==> src/rtl/uart_tx_sched.sv <==
// uart_tx_sched: two-requester UART transmitter with a round-robin scheduler.
// Frame = start bit, 8 data bits LSB first, [even parity bit], stop bit, with
// each bit held for CLKS_PER_BIT clocks. All outputs are registered.
// Optional feature macro: UART_TX_SCHED_PARITY_EN (adds the even-parity bit).
// A new grant is taken either from IDLE or on the very edge STOP completes,
// so frames can run back-to-back with no idle gap.
module uart_tx_sched #(
   parameter int CLKS_PER_BIT = 16
) (
   input  logic       clk,
   input  logic       rst,
   input  logic       req0,
   input  logic [7:0] data0,
   output logic       ack0,
   input  logic       req1,
   input  logic [7:0] data1,
   output logic       ack1,
   output logic       out,
   output logic       busy
);

   localparam int CW = (CLKS_PER_BIT > 1) ? $clog2(CLKS_PER_BIT) : 1;
   localparam logic [CW-1:0] CNT_MAX = CW'(CLKS_PER_BIT - 1);

`ifdef UART_TX_SCHED_PARITY_EN
   typedef enum logic [2:0] {
      IDLE   = 3'd0,
      START  = 3'd1,
      DATA   = 3'd2,
      PARITY = 3'd3,
      STOP   = 3'd4
   } state_t;
`else
   typedef enum logic [2:0] {
      IDLE  = 3'd0,
      START = 3'd1,
      DATA  = 3'd2,
      STOP  = 3'd4
   } state_t;
`endif

   state_t        state_reg;
   logic [CW-1:0] cnt_reg;
   logic [2:0]    bit_idx_reg;
   logic [7:0]    data_reg;
   logic          out_reg;
   logic          busy_reg;
   logic          ack0_reg;
   logic          ack1_reg;
   // Requester granted most recently; reset value 1 makes requester 0 win the first tie.
   logic          last_reg;

   logic [1:0]    req_vec;
   logic [1:0]    grant_vec;
   logic [7:0]    grant_data;
   logic          stop_done;
   logic          launch;

   assign req_vec = {req1, req0};

   // Per-lane round-robin decision: a lane wins if it requests and either the
   // other lane is quiet or the other lane was the one granted last time.
   for (genvar gi = 0; gi < 2; gi++) begin : g_lane
      localparam logic LANE = 1'(gi);
      assign grant_vec[gi] = req_vec[gi] & (~req_vec[1-gi] | (last_reg != LANE));
   end

   assign grant_data = grant_vec[1] ? data1 : data0;
   assign stop_done  = (state_reg == STOP) && (cnt_reg == CNT_MAX);
   assign launch     = ((state_reg == IDLE) || stop_done) && (|req_vec);

   // Frame sequencer: grant/latch, bit timing, and registered line/busy/ack outputs.
   always_ff @(posedge clk or negedge rst) begin
      if (!rst) begin
         state_reg   <= IDLE;
         cnt_reg     <= '0;
         bit_idx_reg <= '0;
         data_reg    <= '0;
         out_reg     <= 1'b1;
         busy_reg    <= 1'b0;
         ack0_reg    <= 1'b0;
         ack1_reg    <= 1'b0;
         last_reg    <= 1'b1;
      end else begin
         ack0_reg <= 1'b0;
         ack1_reg <= 1'b0;
         if (launch) begin
            state_reg   <= START;
            cnt_reg     <= '0;
            bit_idx_reg <= '0;
            data_reg    <= grant_data;
            out_reg     <= 1'b0;
            busy_reg    <= 1'b1;
            ack0_reg    <= grant_vec[0];
            ack1_reg    <= grant_vec[1];
            last_reg    <= grant_vec[1];
         end else begin
            case (state_reg)
               IDLE: begin
                  out_reg  <= 1'b1;
                  busy_reg <= 1'b0;
                  cnt_reg  <= '0;
               end
               START: begin
                  if (cnt_reg == CNT_MAX) begin
                     cnt_reg     <= '0;
                     bit_idx_reg <= '0;
                     state_reg   <= DATA;
                     out_reg     <= data_reg[0];
                  end else begin
                     cnt_reg <= cnt_reg + CW'(1);
                  end
               end
               DATA: begin
                  if (cnt_reg == CNT_MAX) begin
                     cnt_reg <= '0;
                     if (bit_idx_reg == 3'd7) begin
                        bit_idx_reg <= '0;
`ifdef UART_TX_SCHED_PARITY_EN
                        state_reg   <= PARITY;
                        out_reg     <= ^data_reg;
`else
                        state_reg   <= STOP;
                        out_reg     <= 1'b1;
`endif
                     end else begin
                        bit_idx_reg <= bit_idx_reg + 3'd1;
                        out_reg     <= data_reg[bit_idx_reg + 3'd1];
                     end
                  end else begin
                     cnt_reg <= cnt_reg + CW'(1);
                  end
               end
`ifdef UART_TX_SCHED_PARITY_EN
               PARITY: begin
                  if (cnt_reg == CNT_MAX) begin
                     cnt_reg   <= '0;
                     state_reg <= STOP;
                     out_reg   <= 1'b1;
                  end else begin
                     cnt_reg <= cnt_reg + CW'(1);
                  end
               end
`endif
               STOP: begin
                  if (cnt_reg == CNT_MAX) begin
                     cnt_reg   <= '0;
                     state_reg <= IDLE;
                     busy_reg  <= 1'b0;
                     out_reg   <= 1'b1;
                  end else begin
                     cnt_reg <= cnt_reg + CW'(1);
                  end
               end
               default: begin
                  state_reg <= IDLE;
                  cnt_reg   <= '0;
                  out_reg   <= 1'b1;
                  busy_reg  <= 1'b0;
               end
            endcase
         end
      end
   end

   assign out  = out_reg;
   assign busy = busy_reg;
   assign ack0 = ack0_reg;
   assign ack1 = ack1_reg;

endmodule

==> config.mk <==
export PLATFORM = sky130hd
export DESIGN_NAME = uart_tx_sched
export DESIGN_NICKNAME = d
export VERILOG_FILES = /design/src/rtl/uart_tx_sched.sv
export SDC_FILE = /design/constraint.sdc
export NUM_CORES = 1
export LEC_CHECK = 0
export CAP_MARGIN = 40
export CORE_ASPECT_RATIO = 0.75
export CORE_MARGIN = 2
export CORE_UTILIZATION = 40
export CTS_BUF_LIST = sky130_fd_sc_hd__clkbuf_2 sky130_fd_sc_hd__clkbuf_4 sky130_fd_sc_hd__clkbuf_8
export DETAILED_ROUTE_END_ITERATION = 10
export PLACE_DENSITY_LB_ADDON = 0.1
export SYNTH_ARGS = -nofsm -noshare
export SYNTH_HDL_FRONTEND = slang
export SYNTH_SLANG_ARGS = --single-unit
==> constraint.sdc <==
create_clock -name clk -period 2.4 [get_ports clk]
set_input_delay 0.24 -clock clk [delete_from_list [all_inputs] [get_ports clk]]
set_output_delay 0.24 -clock clk [all_outputs]
set_load 0.05 [all_outputs]
==> results of run 1 <==
==> per-stage QoR <==
step	utilization (%)	power (W)	hold WS [ps]	worst slack [ps]
2_1_floorplan	-	0.00104	-55.6	615
3_3_place_gp	51.4	0.00121	447	460
3_5_place_dp	51.4	0.00122	455	359
4_1_cts	53.0	0.00146	328	357
5_1_grt	53.0	0.00156	335	274
6_report	53.0	0.00144	318	364
==> logic make-up (layout without fill, tap and decap cells) <==
family,Yosys count,after routing,synth area share [%]
compound gates,21,21,12.6
flops,23,23,46.8
buf+inv,8,33,3.44
xor+xnor,3,3,2.13
mux,17,17,15.0
fa+ha+maj,3,3,3.04
simple gates,41,41,17.1
==> worst reg2reg max path, cell delays in order, from the launching register on <==
cell	delay [ps]
sky130_fd_sc_hd__dfrtp_1	490
sky130_fd_sc_hd__ha_1	250
sky130_fd_sc_hd__ha_1	330
sky130_fd_sc_hd__mux4_2	500
sky130_fd_sc_hd__a211o_1	300
sky130_fd_sc_hd__o21ai_1	110
==> power groups by stage <==
stage | combinational (W) | clock [W] | sequential [W]
after floorplan | 0.000360 | 0 | 0.000677
after global placement | 0.000580 | 0 | 0.000634
after detailed placement | 0.000592 | 0 | 0.000630
after CTS | 0.000592 | 0.000248 | 0.000624
after global routing | 0.000649 | 0.000266 | 0.000642
final | 0.000583 | 0.000240 | 0.000622
==> worst paths after layout <==
kind | end | slack, ps
worst max-delay path | out | 360
worst min-delay path | cnt_reg[1] | 320
min in group clk | cnt_reg[0] | 460
worst max register to register | out | 360
max in group asynchronous | last_reg | 1800
worst min register to register | cnt_reg[0] | 460
==> layer usage <==
layer,share of wire (%),vias up,routed length [um]
li1,-,465,-
met3,3.8,0,93
met4,0,0,0
met5,0,-,0
met1,51,441,1240
met2,45,14,1090
==> area by class of cell <==
cell class | instances | area [sq um] | area share (%)
flip-flops and latches | 23 | 578 | 37.2
multi-input cells | 85 | 616 | 39.6
clock inverters | 1 | 5.00 | 0.322
clock buffers | 3 | 41.3 | 2.65
well taps | 38 | 47.5 | 3.06
inverters | 2 | 7.51 | 0.483
repair buffers | 27 | 260 | 16.7
==> cells in the final DEF, fill, tap and decap left out, types with 3 or more instances in the layout <==
cell and instances:
sky130_fd_sc_hd__nor2_1 15, sky130_fd_sc_hd__dfrtp_1 21, sky130_fd_sc_hd__nor3_1 5, sky130_fd_sc_hd__ha_1 3, sky130_fd_sc_hd__clkdlybuf4s50_1 23, sky130_fd_sc_hd__xor2_1 3, sky130_fd_sc_hd__clkbuf_8 3, sky130_fd_sc_hd__a21oi_1 9
sky130_fd_sc_hd__mux2i_1 14, sky130_fd_sc_hd__nand2_1 6, sky130_fd_sc_hd__buf_4 4
==> results.md, run 1 <==
- Setup repair after global routing left no endpoint under its margin.
- The congestion estimate from routability-driven global placement came to 0.830.
- Clock-pin slew was measured on the worst setup and hold paths at 80 ps.
- The finished cells cover 0.00156 sq mm.
- The number of nets in the synthesized netlist is 139.
- The maximum number of pins on one net before global-route repair is 24.
- The ratio of final minimum period to clock period is 84.9%.
- In this design, the largest share of critical-path delay is due to adder cells.
- Post-CTS timing repair inserted 0 buffers for setup.
- Measured along the y axis, the die boundary spans 52.1 um.
- The tree is rooted in a sky130_fd_sc_hd__clkbuf_8.
- The worst clock skew is 6.99 ps.
- Across the VDD grid, the largest voltage drop is 0.000432 V.
- The most used flip-flop cell after synthesis is sky130_fd_sc_hd__dfrtp_1.
- The delay of the slowest cell on the worst path is 500 ps.
- The share of power burned in combinational logic is slightly above 40%.
- Synthesis produced 116 cells.
- Traced cell by cell, the critical path runs through ha_1 -> ha_1 -> mux4_2 -> a211o_1 -> o21ai_1.
- The insertion delay of the later-clocked pin in the worst-skew pair is 260 ps.
- The cell with the most instances after synthesis is sky130_fd_sc_hd__dfrtp_1.
- The wire length after detailed routing is 2420 um.
- The number of distinct library cells after synthesis is 38.
- The number of buffers created by CTS is 3.
- The count of placed standard cells in the final layout, fillers left out is ~180.
- Clock tree synthesis found a total of 23 sinks.
- The run finished with clean final reports.
- Of the post-synthesis cell area, the dominant cell type holds roughly 43%.
- The required time of the critical path is ~2600 ps.
- The launching point of the worst reg2reg path is bit_idx_reg[0].
- The routed wire length per instance is 13.5 um.
- Ranked by instance count, the synthesized netlist is headed by sky130_fd_sc_hd__dfrtp_1 (21), sky130_fd_sc_hd__nor2_1 (15), sky130_fd_sc_hd__mux2i_1 (14).
- The setup TNS after final layout is 0 ps.
- The layout net count is ~170.
- The count of endpoints failing setup in the final report is 0.
- The pin slew with the least headroom to its limit is 490 ps.
- In this run the worst setup path begins at bit_idx_reg[0].
- The TritonCTS clock tree is yes.
- The relative area change from synthesis to final layout is 25.8%.
- The leakage power total is 0.675 nW.
- The buffer levels on the longest clock path is 2.
- The number of global-route vias before repair is 893.
- On the critical path, the stage with the largest delay is an instance of sky130_fd_sc_hd__mux4_2.
- In this run the power density over the cells is 929 mW/mm^2.
- In this design, the critical path's most frequently occurring cell is sky130_fd_sc_hd__ha_1.
- The sequential cell area fraction in the yosys report is 46.8%.
- The share of total power dissipated in the clock network is 16.6%.
- The net switching share of the total power is 37.0%.
- The cell taking the most area after synthesis is sky130_fd_sc_hd__dfrtp_1.
- The placed wire-length estimate is 1850 um.
- In this run the tool buffered the top-level ports with 23 buffer cells.
- The type of the most critical hold path is in -> async.
- The startpoint kind of the worst setup timing path is a flip-flop.
- The internal power of the cells is 0.000909 W.
- The number of synthesized flops with an enable pin is 0.
- The maximum clock frequency is 491 MHz.
- The mean post-synth cell area is 10.7 sq um.
- The number of design-rule violations left by the first detailed-router iteration is 49.
- The I/O pin count is 24.
- The register with the most flip-flops in the layout has 8 of them.
- The number of H-tree branching levels is 1.
- In this run the core area contains 17 standard-cell rows.
- Global routing consumed, on the met3 layer, 5.19% of the routing resources.
- The critical path data arrival time is 2240 ps.
- In the global route stage, met2 resource usage came out at 23.5%.
- The width of the die is 68.2 um.
- The number of antenna violations at the first check in global routing came to 0.
- The synthesis warning total is 0.
- The placeable core region is between 0.002 and 0.003 sq mm.
- The nature of the critical path endpoint is a flip-flop.
- After global routing, the most crowded layer is met1.
- The number of buffers and inverters on the critical path is 0.
- The overflow left after global routing is 0.
- Measured in cells, the most critical reg-to-reg path has a length of 5.
- The mapped netlist covers 0.00124 sq mm.
- The total instance count after detailed placement is between 150 and 200.
- The cell area after placement is 0.00151 sq mm.
- Sorting the synthesized cells by area gives the leading types as sky130_fd_sc_hd__dfrtp_1 (43%), sky130_fd_sc_hd__mux2i_1 (11%), sky130_fd_sc_hd__nor2_1 (4.6%).
- The relative contribution of sequential cells to total power is 43.1%.
- The maximum fanout along the worst path is 6.
- The routed design could run at a clock period as short as 2040 ps.
- Cells with a size suffix above 1 make up between 10 and 15% of the layout.
- The number of pins exceeding their max-slew limit in the final report is 0.
- The critical path runs through a total of 5 cells.
- The die covers 0.00356 sq mm.
- The final hold violation count was 0.
- Counting flops with an async set or reset pin after synthesis yields a share of 100%.
- The number of fill cells is around 270.
- Detailed routing inserted a total of 920 vias.
- The number of hold-repair buffers added at the cts stage is 0.
- The critical path is of the reg -> reg type.
- The first global-routing pass estimated ~4200 um of wire.
- The effective utilization at floorplan is 42.1%.
- The number of antenna diodes is 0.
- Measured against its own limit, the worst slew margin works out to between 60% and 70%.
- The max-capacitance violation count is 0.
- After detailed routing, the number of remaining DRC violations is 0.
- The number of search-and-repair iterations in the first detailed-routing pass is 4.
- The count of nets left with antenna violations once routing finished came out at 0.
- The met1 usage in global routing is approximately a quarter.
- The overall track demand over capacity in global routing is ~16%.
- The total of flip-flops plus latches after synthesis is 23.
- The detailed-route vias per instance is approximately 5.1.
- Gates resized during post-CTS repair numbered 0.
- In this run the power spent charging and discharging nets is between 0.0005 and 0.0006 W.
No activity file was read; power rests on OpenSTA's default activity.
==> run 2: changes to the inputs <==
==> constraint.sdc (replaced) <==
create_clock -name clk -period 1.9 [get_ports clk]
set_input_delay 0.19 -clock clk [delete_from_list [all_inputs] [get_ports clk]]
set_output_delay 0.19 -clock clk [all_outputs]
set_load 0.05 [all_outputs]
==> run 2 against run 1 <==
Compared with the run above:
- first-iteration DRC count grew 16%
- routed wire length shrank 4.7%
- die area is the same
- critical path depth is the same
- clock skew grew 1.9 ps
- fmax grew 10%
- via count shrank 1.5%
- flip-flop and latch count is the same
- hold slack lost 43 ps
- core utilization grew 1.2 points
- global-route usage shrank 1.0 points
==> results.md, run 2 (synthesis gave the netlist of run 1 again) <==
- The maximum vdd ir drop is 0.000639 V (+48%).
- The number of sinks on the clock net is 23 (unchanged).
- The delay of the slowest cell on the worst path is 490 ps (about the same).
- The routed wire length per instance is 12.8 um (-5.2%).
- The die height is 52.1 um (unchanged).
- The number of nets still failing antenna checks after routing was 0 (unchanged).
- Traced cell by cell, the critical path runs through ha_2 -> ha_4 -> mux4_2 -> a211o_1 -> o21ai_1.
- The number of hold-repair buffers added at the cts stage is 0 (unchanged).
- The maximum fanout along the worst path is 2 (-4).
- The critical path data arrival time is 2040 ps (-200 ps).
- The number of antenna violations at the first check in global routing is 0 (unchanged).
- The count of placed standard cells in the final layout, fillers left out is 180 (+0.56%).
- In the layout the commonest cells are sky130_fd_sc_hd__clkdlybuf4s50_1 (23), sky130_fd_sc_hd__dfrtp_1 (21), sky130_fd_sc_hd__nor2_1 (15), sky130_fd_sc_hd__mux2i_1 (14), sky130_fd_sc_hd__a21oi_1 (9).
- The highest-delay cell along the critical path is sky130_fd_sc_hd__mux4_2.
- The pin slew with the least headroom to its limit is 492 ps (+1.87 ps).
- The full die area is 0.00356 sq mm (unchanged).
- The clock slew seen by the registers of the worst setup and hold paths was 80 ps (about the same).
- The insertion delay of the later-clocked pin in the worst-skew pair is 260 ps (about the same).
- The number of pins exceeding their max-slew limit in the final report is 0 (unchanged).
- The time the worst path needs with I/O delays and setup was 1850 ps (-191 ps).
- The flip-flop count of the largest register after layout is 8 (unchanged).
- The via count is 906 (-1.5%).
- The placeable core region came to 0.00294 sq mm (unchanged).
- The number of fill cells was 253 (-4.9%).
- The worst clock skew came to 8.93 ps (+1.94 ps).
- The maximum clock frequency is 542 MHz (+10%).
- The max-capacitance violation count is 0 (unchanged).
- The flow ran to the end, and the final reports show no timing, DRC or antenna violations.
- The wire length after detailed routing came to 2310 um (-4.7%).
- The TritonCTS clock tree is yes.
- The fraction of final layout cells sized beyond drive strength 1 is 16.9% (+2.0 points).
- The power density over the cells is 1160 mW/mm^2 (+25%).
- The ratio of final minimum period to clock period is 97.1% (+12 points).
- The layout net count came to 166 (+0.61%).
- The number of buffer cells added on primary ports is 23 (unchanged).
- The maximum number of pins on one net before global-route repair came to 24 (unchanged).
- The overall power consumption is 0.00184 W (+28%).
- The global-route wire length before repair came to 3900 um (-6.9%).
- The placed wire-length estimate is 1820 um (-2.0%).
- The detailed-route vias per instance came to 5.03 (-2.1%).
- The I/O pin count is 24 (unchanged).
- The leakage power total is 0.678 nW (+0.48%).
- The number of antenna diodes was 0 (unchanged).
- The worst setup path is captured at a flip-flop.
- The path class of the tightest hold or removal check is in -> async.
- The overall track demand over capacity in global routing came to 15.2% (-1.0 points).
- The buffer levels on the longest clock path is 2 (unchanged).
- The effective utilization at floorplan is 42.1% (unchanged).
- The worst slew slack as a fraction of its limit is 67.1% (-0.13 points).
- The placer congestion estimate is 0.779 (-6.1%).
- The final hold violation count came to 0 (unchanged).
- The number of buffers created by CTS is 3 (unchanged).
- The overflow left after global routing is 0 (unchanged).
- Setup repair after global routing left no endpoint under its margin.
- The remaining design rule violation count came to 0 (unchanged).
- By startpoint and endpoint, the worst setup path is classified as reg -> reg.
- The total number of placement rows was 17 (unchanged).
- The required time of the critical path is 2100 ps (-500 ps).
- The depth of the most critical reg-to-reg path is 5 (unchanged).
- The number of setup buffers added after CTS came to 0 (unchanged).
- The count of endpoints failing setup in the final report is 0 (unchanged).
- In this run the clock root is driven by a sky130_fd_sc_hd__clkbuf_8.
- The number of H-tree branching levels is 1 (unchanged).
- The number of design-rule violations left by the first detailed-router iteration is 57 (+16%).
- STA classifies the critical path startpoint as a flip-flop.
- The relative area change from synthesis to final layout is 28.6%.
- The number of global-route vias before repair was 840 (-5.9%).
- The library cell used most frequently in the layout, excluding fill and tap cells, is sky130_fd_sc_hd__clkdlybuf4s50_1.
- The total instance count after detailed placement came to 176 (+0.57%).
- The number of search-and-repair iterations in the first detailed-routing pass is 6 (+2).
- The width of the die is 68.2 um (unchanged).
## run 2: changes by cell type in the layout (fill, tap and decap cells not counted)
cell                     change
sky130_fd_sc_hd__ha_4        +1
sky130_fd_sc_hd__ha_1        -2
sky130_fd_sc_hd__buf_12      +1
sky130_fd_sc_hd__ha_2        +1
## run 2: what timing repair did
item | in CTS | in global routing
resized for setup | 2 | 0
setup endpoints to repair | 1 | 1
pin swaps | 0 | 2
## run 2: metrics by stage
| step | setup WS (ps) | setup TNS [ps] | utilization (%) | instance area (sq um) | hold WS [ps] |
|---|---|---|---|---|---|
| finish | 55.0 | 0 | 54.2 | 1590 | 274 |
| global route | 3.99 | 0 | 54.2 | 1590 | 282 |
| CTS | 37.4 | 0 | 54.2 | 1590 | 278 |
| detailed placement | -10.3 | -10.3 | 52.1 | 1530 | 453 |
| global placement | 58.6 | 0 | 52.1 | 1530 | 444 |
| floorplan | 115 | 0 | - | 1240 | -106 |
## run 2: power breakdown
part | total, W | switching, W | internal, W
Sequential | 0.000781 | 0.000120 | 0.000661
Clock | 0.000289 | 0.000143 | 0.000146
Combinational | 0.000771 | 0.000408 | 0.000363
## run 2: cell type report
cell class,instances,area [sq um],share of cell area (%)
sequential,23,578,36.3
inverter,2,7.51,0.472
multi-input combinational,85,631,39.7
tap,38,47.5,2.99
clock inverter,1,5.00,0.315
timing repair buffer,28,280,17.6
clock buffer,3,41.3,2.60
## run 2: path summary, 6_finish.rpt
path / to / from / slack [ps]
worst min register to register: cnt_reg[0] / cnt_reg[0] / 460
max in group asynchronous: last_reg / rst / 1340
worst max-delay path: out / bit_idx_reg[0] / 50
worst max register to register: out / bit_idx_reg[0] / 50
worst min-delay path: data_reg[1] / rst / 270
min in group clk: cnt_reg[0] / cnt_reg[0] / 460
## run 2: critical path: cells and delay by family (launching register included)
| kind | cells | cell delay [ps] |
|---|---|---|
| muxes | 1 | 490 |
| DFF | 1 | 390 |
| AOI/OAI and AO/OA | 2 | 420 |
| adders and majority gates | 2 | 480 |
## run 2: per-layer routing
metal / global-route usage [%] / vias to the layer above / part of all wire [%]
li1: - / 465 / -
met1: 21.5 / 426 / 49
met2: 23.1 / 13 / 47
met3: 3.90 / 2 / 3.0
met4: 4.00 / 0 / 0.61
met5: 0 / - / 0
==> run 3: changes to the inputs <==
--- a/config.mk
+++ b/config.mk
@@ -7,7 +7,7 @@
 export LEC_CHECK = 0
 export CAP_MARGIN = 40
 export CORE_ASPECT_RATIO = 0.75
-export CORE_MARGIN = 2
+export CORE_MARGIN = 3
 export CORE_UTILIZATION = 40
 export CTS_BUF_LIST = sky130_fd_sc_hd__clkbuf_2 sky130_fd_sc_hd__clkbuf_4 sky130_fd_sc_hd__clkbuf_8
 export DETAILED_ROUTE_END_ITERATION = 10
==> run 3 against run 2 <==
Compared with the run above:
- cell count shrank 0.56%
- sequential power grew 0.6%
- cell area is 0.32% lower
- non-clock buffer count rose by 1
- count of clock-buffer cells in the layout did not move
- register-to-register slack about the same
- routed wire length increased by 8.0%
- combinational power fell by 2%
- largest cell class unchanged
- clock power is 2% higher
==> results.md, run 3 (synthesis gave the netlist of run 1 again) <==
- The global-route wire length before repair is 4510 um (+16%).
- The worst slew slack as a fraction of its limit is 66.5% (-0.62 points).
- The type of the most critical hold path is in -> async.
- The tree is rooted in a sky130_fd_sc_hd__clkbuf_8.
- The worst-case register-to-register setup slack was 70 ps (about the same).
- The overall power consumption was 0.00184 W (-0.20%).
- The width of the die is 70.2 um (+2.9%).
- The die height is 54.1 um (+3.8%).
- The ratio of final minimum period to clock period came to 96.5% (-0.59 points).
- The maximum clock frequency is 545 MHz (+0.61%).
- The largest individual stage delay along the critical path comes from the cell sky130_fd_sc_hd__mux4_2.
- The critical path depth is 5 (unchanged).
- Traced cell by cell, the critical path runs through ha_2 -> ha_4 -> mux4_2 -> a211o_1 -> o21ai_1.
- The placer congestion estimate is 0.790 (+1.5%).
- The placed wire-length estimate came to 1960 um (+7.8%).
- In the layout the commonest cells are sky130_fd_sc_hd__clkdlybuf4s50_1 (23), sky130_fd_sc_hd__dfrtp_1 (21), sky130_fd_sc_hd__nor2_1 (15), sky130_fd_sc_hd__mux2i_1 (14), sky130_fd_sc_hd__a21oi_1 (9).
- The I/O pin count is 24 (unchanged).
- The placeable core region is 0.00278 sq mm (-5.2%).
- The worst clock skew is 4.25 ps (-4.68 ps).
- The count of placed standard cells in the final layout, fillers left out was 179 (-0.56%).
- The insertion delay of the later-clocked pin in the worst-skew pair is 260 ps (about the same).
- The number of buffers and inverters on the critical path came to 0 (unchanged).
- The overall track demand over capacity in global routing came to 15.4% (+0.17 points).
- The critical path data arrival time came to 2030 ps (about the same).
- The fraction of final layout cells sized beyond drive strength 1 is 18.2% (+1.3 points).
- The remaining design rule violation count is 0 (unchanged).
- The startpoint kind of the worst setup timing path is a flip-flop.
- The relative area change from synthesis to final layout is 28.2%.
- The depth of the most critical reg-to-reg path is 5 (unchanged).
- The number of nets still failing antenna checks after routing was 0 (unchanged).
- The pin slew with the least headroom to its limit is 501 ps (+9.23 ps).
- The via count is 928 (+2.4%).
- The power density over the cells came to 1160 mW/mm^2 (+0.12%).
- The overflow left after global routing is 0 (unchanged).
- The effective utilization at floorplan came to 44.4% (+2.3 points).
- The required time of the critical path is 2100 ps (about the same).
- The number of sinks on the clock net came to 23 (unchanged).
- The routed wire length per instance is 13.9 um (+8.6%).
- The TritonCTS clock tree is yes.
- The number of antenna diodes is 0 (unchanged).
- The setup TNS after final layout is 0 ps (unchanged).
- The time the worst path needs with I/O delays and setup is 1830 ps (-11.2 ps).
- The maximum number of pins on one net before global-route repair is 24 (unchanged).
- The clock slew seen by the registers of the worst setup and hold paths is 80 ps (about the same).
- The category of the critical setup timing path is reg -> reg.
- The maximum fanout along the worst path is 2 (unchanged).
- Setup repair after global routing left no endpoint under its margin.
- The startpoint identified for the worst register-to-register timing path is bit_idx_reg[0].
- Leaving out fill and tap cells, the most frequent cell in the layout is sky130_fd_sc_hd__clkdlybuf4s50_1.
- The number of setup buffers added after CTS is 0 (unchanged).
- The detailed-route vias per instance is 5.18 (+3.0%).
- The layout net count is 167 (+0.60%).
- On the critical path the largest part of the delay comes from adder cells.
- The flip-flop count of the largest register after layout is 8 (unchanged).
- The number of pins exceeding their max-slew limit in the final report is 0 (unchanged).
- The flow ran to the end, and the final reports show no timing, DRC or antenna violations.
- The count of endpoints failing setup in the final report is 0 (unchanged).
- The maximum vdd ir drop came to 0.000867 V (+36%).
- The nature of the critical path endpoint is a flip-flop.
- The final hold violation count is 0 (unchanged).
- The leakage power total was 0.677 nW (-0.19%).
- The delay of the slowest cell on the worst path came to 480 ps (about the same).
- The max-capacitance violation count is 0 (unchanged).
- The number of antenna violations at the first check in global routing is 0 (unchanged).
- The number of buffers created by CTS was 3 (unchanged).
- The number of search-and-repair iterations in the first detailed-routing pass is 4 (-2).
- The total instance count after detailed placement is 175 (-0.57%).
- The number of global-route vias before repair is 943 (+12%).
- The full die area is 0.00380 sq mm (+6.9%).
- The number of H-tree branching levels was 1 (unchanged).
- The total number of placement rows is 16 (-1).
- The number of buffer cells added on primary ports came to 23 (unchanged).
- The critical path ends at out.
- The number of design-rule violations left by the first detailed-router iteration is 29 (-49%).
- The capturing point of the worst reg2reg path is out.
- The wire length after detailed routing came to 2490 um (+8.0%).
- In this run the worst setup path begins at bit_idx_reg[0].
- The buffer levels on the longest clock path was 2 (unchanged).
## run 3: cell count changes in the layout (fill, tap and decap cells not counted), sizes merged
| cell | delta |
|---|---|
| buf | +1 |
## run 3: worst min-delay path by stage
stage | end | start | cells past startpoint | slack (ps)
finish | cnt_reg[2] | rst | 2 | 280
floorplan | ack0 | rst | 0 | -110
global placement | cnt_reg[0] | cnt_reg[0] | 1 | 440
CTS | data_reg[1] | rst | 2 | 290
global route | state_reg[1] | rst | 2 | 300
detailed placement | cnt_reg[0] | cnt_reg[0] | 1 | 450
## run 3: repair_timing
action	in CTS	in global routing
pin swaps	0	0
gates resized for setup	1	2
endpoints found under the setup margin	1	3
hold buffers	0	0
## run 3: power breakdown
part / switching [W] / internal (W) / leakage (nW) / total [W]
Clock: 0.000149 / 0.000146 / 0.0255 / 0.000295
Combinational: 0.000406 / 0.000352 / 0.369 / 0.000757
Sequential: 0.000124 / 0.000661 / 0.282 / 0.000786
## run 3: through the flow
| step | instance area, sq um | setup WS (ps) | hold WS (ps) | utilization, % |
|---|---|---|---|---|
| CTS | 1580 | 16.0 | 291 | 56.8 |
| detailed placement | 1520 | -13.6 | 454 | 54.7 |
| global placement | 1520 | 57.1 | 443 | 54.7 |
| finish | 1590 | 66.2 | 284 | 57.0 |
| global route | 1590 | 19.7 | 302 | 57.0 |
| floorplan | 1240 | 115 | -106 | - |
## run 3: worst reg2reg max path, delay by kind of cell (launching register included)
family          cells  cell delay (ps)
mux                 1              480
flops               1              390
compound gates      2              410
fa+ha+maj           2              490
## run 3: cell type report
class                      count  area, sq um
fill                         247         1200
multi-input combinational     85          633
sequential                    23          578
timing repair buffer          29          275
tap                           36         45.0
clock buffer                   3         41.3
inverter                       2         7.51
clock inverter                 1         5.00
## run 3: metal layers
layer / track usage [%] / wire, um / part of all wire, % / up-vias
met2: 26.2 / 1180 / 47 / 13
met1: 20.3 / 1220 / 49 / 447
li1: - / - / - / 466
met4: 1.91 / 7 / 0.28 / 0
met5: 0 / 0 / 0 / -
met3: 4.48 / 95 / 3.8 / 2
